`src/rtl/sumador_serie_2b.sv`:
```
`timescale 1ns/1ps
// Digit-serial WIDTH-bit adder: one 2-bit slice reused WIDTH/2 times with a
// registered carry, wrapped in an IDLE/RUN/DONE valid/ready controller.

module sum2b_slice (
  input  logic [1:0] a,
  input  logic [1:0] b,
  input  logic       cin,
  output logic [1:0] sum,
  output logic       cout
);
  assign {cout, sum} = {1'b0, a} + {1'b0, b} + {2'b00, cin};
endmodule

module sumador_serie_2b #(
  parameter int WIDTH = 8
) (
  input  logic             clk,
  input  logic             reset,
  input  logic             in_valid,
  output logic             in_ready,
  input  logic [WIDTH-1:0] op_a,
  input  logic [WIDTH-1:0] op_b,
  input  logic             cin,
  output logic             out_valid,
  input  logic             out_ready,
  output logic [WIDTH-1:0] result,
  output logic             cout,
  output logic             busy
);
  localparam int NSL = WIDTH / 2;
  localparam int CW  = (NSL > 1) ? $clog2(NSL) : 1;

  typedef enum logic [1:0] {IDLE, RUN, DONE} state_t;

  state_t           state, state_nxt;
  logic [WIDTH-1:0] sa, sb, sr, sr_nxt;
  logic             carry;
  logic [CW-1:0]    cnt;
  logic [1:0]       s_sum;
  logic             s_cout;
  logic             last;

  sum2b_slice u_slice (
    .a   (sa[1:0]),
    .b   (sb[1:0]),
    .cin (carry),
    .sum (s_sum),
    .cout(s_cout)
  );

  assign last = (cnt == CW'(NSL - 1));
  // Shift form also covers WIDTH=2, where sr[WIDTH-1:2] would be an empty slice.
  assign sr_nxt = (sr >> 2) | (WIDTH'(s_sum) << (WIDTH - 2));

  always_comb begin
    state_nxt = state;
    in_ready  = 1'b0;
    out_valid = 1'b0;
    busy      = 1'b0;
    unique case (state)
      IDLE: begin
        in_ready = 1'b1;
        if (in_valid) state_nxt = RUN;
      end
      RUN: begin
        busy = 1'b1;
        if (last) state_nxt = DONE;
      end
      DONE: begin
        busy      = 1'b1;
        out_valid = 1'b1;
        if (out_ready) state_nxt = IDLE;
      end
      default: state_nxt = IDLE;
    endcase
  end

  always_ff @(posedge clk) begin
    if (reset) begin
      state  <= IDLE;
      sa     <= '0;
      sb     <= '0;
      sr     <= '0;
      carry  <= 1'b0;
      cnt    <= '0;
      result <= '0;
      cout   <= 1'b0;
    end else begin
      state <= state_nxt;
      unique case (state)
        IDLE: if (in_valid) begin
          sa    <= op_a;
          sb    <= op_b;
          carry <= cin;
          cnt   <= '0;
        end
        RUN: begin
          sa    <= sa >> 2;
          sb    <= sb >> 2;
          sr    <= sr_nxt;
          carry <= s_cout;
          cnt   <= cnt + CW'(1);
          if (last) begin
            result <= sr_nxt;
            cout   <= s_cout;
          end
        end
        default: ;
      endcase
    end
  end
endmodule

```
`config.mk`:
```
export PLATFORM = sky130hd
export DESIGN_NAME = sumador_serie_2b
export DESIGN_NICKNAME = d
export VERILOG_FILES = /design/src/rtl/sumador_serie_2b.sv
export SDC_FILE = /design/constraint.sdc
export NUM_CORES = 1
export LEC_CHECK = 0
export ABC_CLOCK_PERIOD_IN_PS = 3800
export CAP_MARGIN = 20
export CORE_MARGIN = 2
export CORE_UTILIZATION = 32
export DETAILED_ROUTE_END_ITERATION = 7
export SETUP_SLACK_MARGIN = 0.02
export SYNTH_ARGS = -nofsm -noshare
export SYNTH_HDL_FRONTEND = slang
export SYNTH_HIERARCHICAL = 1
export SYNTH_SLANG_ARGS = --single-unit
```
`constraint.sdc`:
```
create_clock -name clk -period 3.8 [get_ports clk]
set_clock_uncertainty 0.15 [all_clocks]
set_input_delay 1.14 -clock clk [delete_from_list [all_inputs] [get_ports clk]]
set_output_delay 1.14 -clock clk [all_outputs]
set_load 0.01 [all_outputs]
```
==> flow_metrics.tcl <==
set metrics [dict create \
    critPathCaptureType "output port" \
    slowest_delay_ns 0.61 \
    cpMaxStageDelayCell "clkdlybuf4s50_1" \
    peakVddDrop_mv 0.410 \
    syn_to_final_growth_pct 27.6 \
    post-cts-setup-buffers 0 \
    finalCritPeriodShare_pct 80.1 \
    hp-class "register to register" \
    ctsHoldBuffers 0 \
    via_per_inst 4.64 \
    grt_pass1_vias 1220 \
    switching_share_pct 34.6 \
    final_core_util_pct 42.7 \
    cts_tree "built" \
    drcViolationCount 0 \
    totalPowerFinal_mw 1.43 \
    cts.repair.resized 0 \
    insertion_delay_ns 0.29 \
    clockRootBuffer "clkbuf_8" \
    io_pins 33 \
    drv_slew 0 \
    maxCapViolations 0 \
    port_buffers 32 \
    status "complete, no violations" \
    synth_area_um2 1720 \
    clock_sink_count 36 \
    fin_crit_ns 3.04 \
    path_clk_slew_ns 0.07 \
    clock_path_buffers 2 \
    cts_made_buffers 5 \
    hold_violations 0 \
    fillers 562 \
    grt_usage_pct 12.4 \
    grt_antenna_before_repair 0 \
    p_clk_share_pct 25.7 \
    pwr-share-comb_pct 39.5 \
    timing.fmax_mhz 329 \
    dieArea_um2 5980 \
    drt-total-wl_mm 3.36 \
    synth_cell_type_count 25 \
    antenna_cells 0 \
    gr-total-overflow 0 \
    synth_fp_nets 207 \
    p_leak_nw 0.780 \
    num_rows 26 \
    cellInternalPower_mw 0.937 \
    seqCellArea_um2 721 \
    fin_nets 235 \
    synth_ff_type "dfxtp_1" \
    grt_max_degree 29 \
    routabilityCongestion 0.778 \
    synth_seq_area_share_pct 41.9 \
    post-place-cells 270 \
    pwr-share-seq_pct 34.8 \
    syn_inst 179 \
    die_width_um 77.4 \
    setup_viol 0 \
    switching_power_mw 0.495 \
    grt_pass1_wl_mm 5.89 \
    multi_input_area_um2 862 \
    synth-seq-cells 36 \
    worst_setup_path_start_kind "register" \
    synth-edff-count 0 \
    relSlewSlack_pct 58.6 \
    synthArstFlopShare_pct 0 \
    rsz0062_at_grt "false" \
    worst_slack_ns 0.758 \
    place_hpwl_mm 2.25 \
    cp.required_ns 2.51 \
    critPathMaxFanout 12 \
    die_y_um 77.4 \
    powerDensity_nw_per_um2 652 \
    yosys_warnings 6 \
    drt_iter0_markers 72 \
    initial_core_util_pct 33.5 \
    vias 1289 \
    routedWlPerCell_um 12.1 \
    crit_arrival_ns 1.75 \
    syn_avg_cell_area_um2 9.62 \
    critPathKind "register to output port" \
    htree_levels 2 \
    core_um2 5140 \
    crit_chain "inv_1 > ha_1 > clkdlybuf4s50_1" \
    drtAntennaViolNets 0 \
    dp_worst_setup_slack_ns 0.988 \
    dr.pass1.iters 4 \
    finalNonFillerCells 278 \
    final_layout_size_suffix_gt1_share_pct 12.0 \
    fin_tns_setup_ns 0 \
    tightest_slew_ns 0.620 \
]
## registers in the layout, indices dropped and copies added, names as in the netlist
| name | count |
|---|---|
| cnt | 2 |
| result | 8 |
| state | 2 |
| sr | 6 |
| carry | 1 |
| sb | 8 |
| sa | 8 |
| cout | 1 |
## per-stage QoR
stage	area, um^2	hold slack (ns)
finish	2200	0.304
global route	2200	0.329
CTS	2200	0.303
detailed placement	2070	0.296
global placement	2070	0.298
floorplan	1720	0.293
## cells in the final DEF (no fill, tap or decap), types with 4 or more instances in the layout
cell type and n:
clkbuf_8 7, clkdlybuf4s50_1 32, mux2i_1 19, inv_1 14, o32ai_1 4, nand2_1 10, o21a_1 4, nor2_1 19
nand2b_1 4, dfxtp_1 36, nand3_1 14, a21oi_1 11, a211oi_2 13, ha_1 5
## metal layers
layer | track usage [%] | wire (um)
met1 | 17.1 | 1620
met2 | 18.3 | 1540
met3 | 3.49 | 137
met4 | 4.82 | 53
met5 | 0 | 0
## layout make-up
class,count,share of cell area [%]
tap,70,3.99
sequential,36,32.8
clock inverter,1,1.37
timing repair buffer,34,15.8
multi-input combinational,116,39.2
inverter,14,2.39
clock buffer,7,4.38
## worst max-delay path, delay by kind of cell (launching register included)
kind	cells	cell delay, ns
buffers and inverters	2	0.73
adder cells (fa/ha/maj)	1	0.41
flip-flops	1	0.33
## power groups by stage
stage	clock, mW	combinational [mW]	sequential (mW)
after global routing	0.395	0.632	0.508
after floorplan	0	0.491	0.494
final	0.368	0.566	0.498
after CTS	0.379	0.574	0.498
after global placement	0	0.566	0.504
after detailed placement	0	0.569	0.506
## final timing paths
check | end | cells past startpoint | start | slack, ns
worst max-delay path | in_ready | 3 | state[1] | 0.76
worst min-delay path | result[3] | 2 | result[3] | 0.30
worst max register to register | sa[2] | 5 | state[1] | 1.70
worst min register to register | result[3] | 2 | result[3] | 0.30
## cells by family (layout without fill, tap and decap cells)
kind of cell / Yosys count / after routing / share of synthesized area (%)
compound gates: 34 / 34 / 17.3
fa+ha+maj: 7 / 7 / 5.96
buf+inv: 27 / 56 / 8.07
flops: 36 / 36 / 41.9
mux: 20 / 20 / 11.9
simple gates: 55 / 55 / 14.9
## cells in the mapped netlist, types with 2 or more instances
master | number | area [um^2]
dfxtp_1 | 36 | 721
nor2_1 | 19 | 71.3
o32ai_1 | 4 | 35.0
o31ai_1 | 2 | 15.0
clkbuf_1 | 5 | 18.8
ha_1 | 5 | 62.6
o21a_1 | 4 | 30.0
nand2_1 | 10 | 37.5
a211oi_2 | 13 | 163
nand4_1 | 2 | 12.5
a21oi_1 | 11 | 55.1
mux2i_1 | 19 | 190
buf_6 | 4 | 45.0
buf_2 | 3 | 15.0
fa_1 | 2 | 40.0
nand3_1 | 14 | 70.1
inv_1 | 14 | 52.6
nand2b_1 | 4 | 25.0
nor2b_1 | 2 | 12.5
No activity file was read; power rests on OpenSTA's default activity.
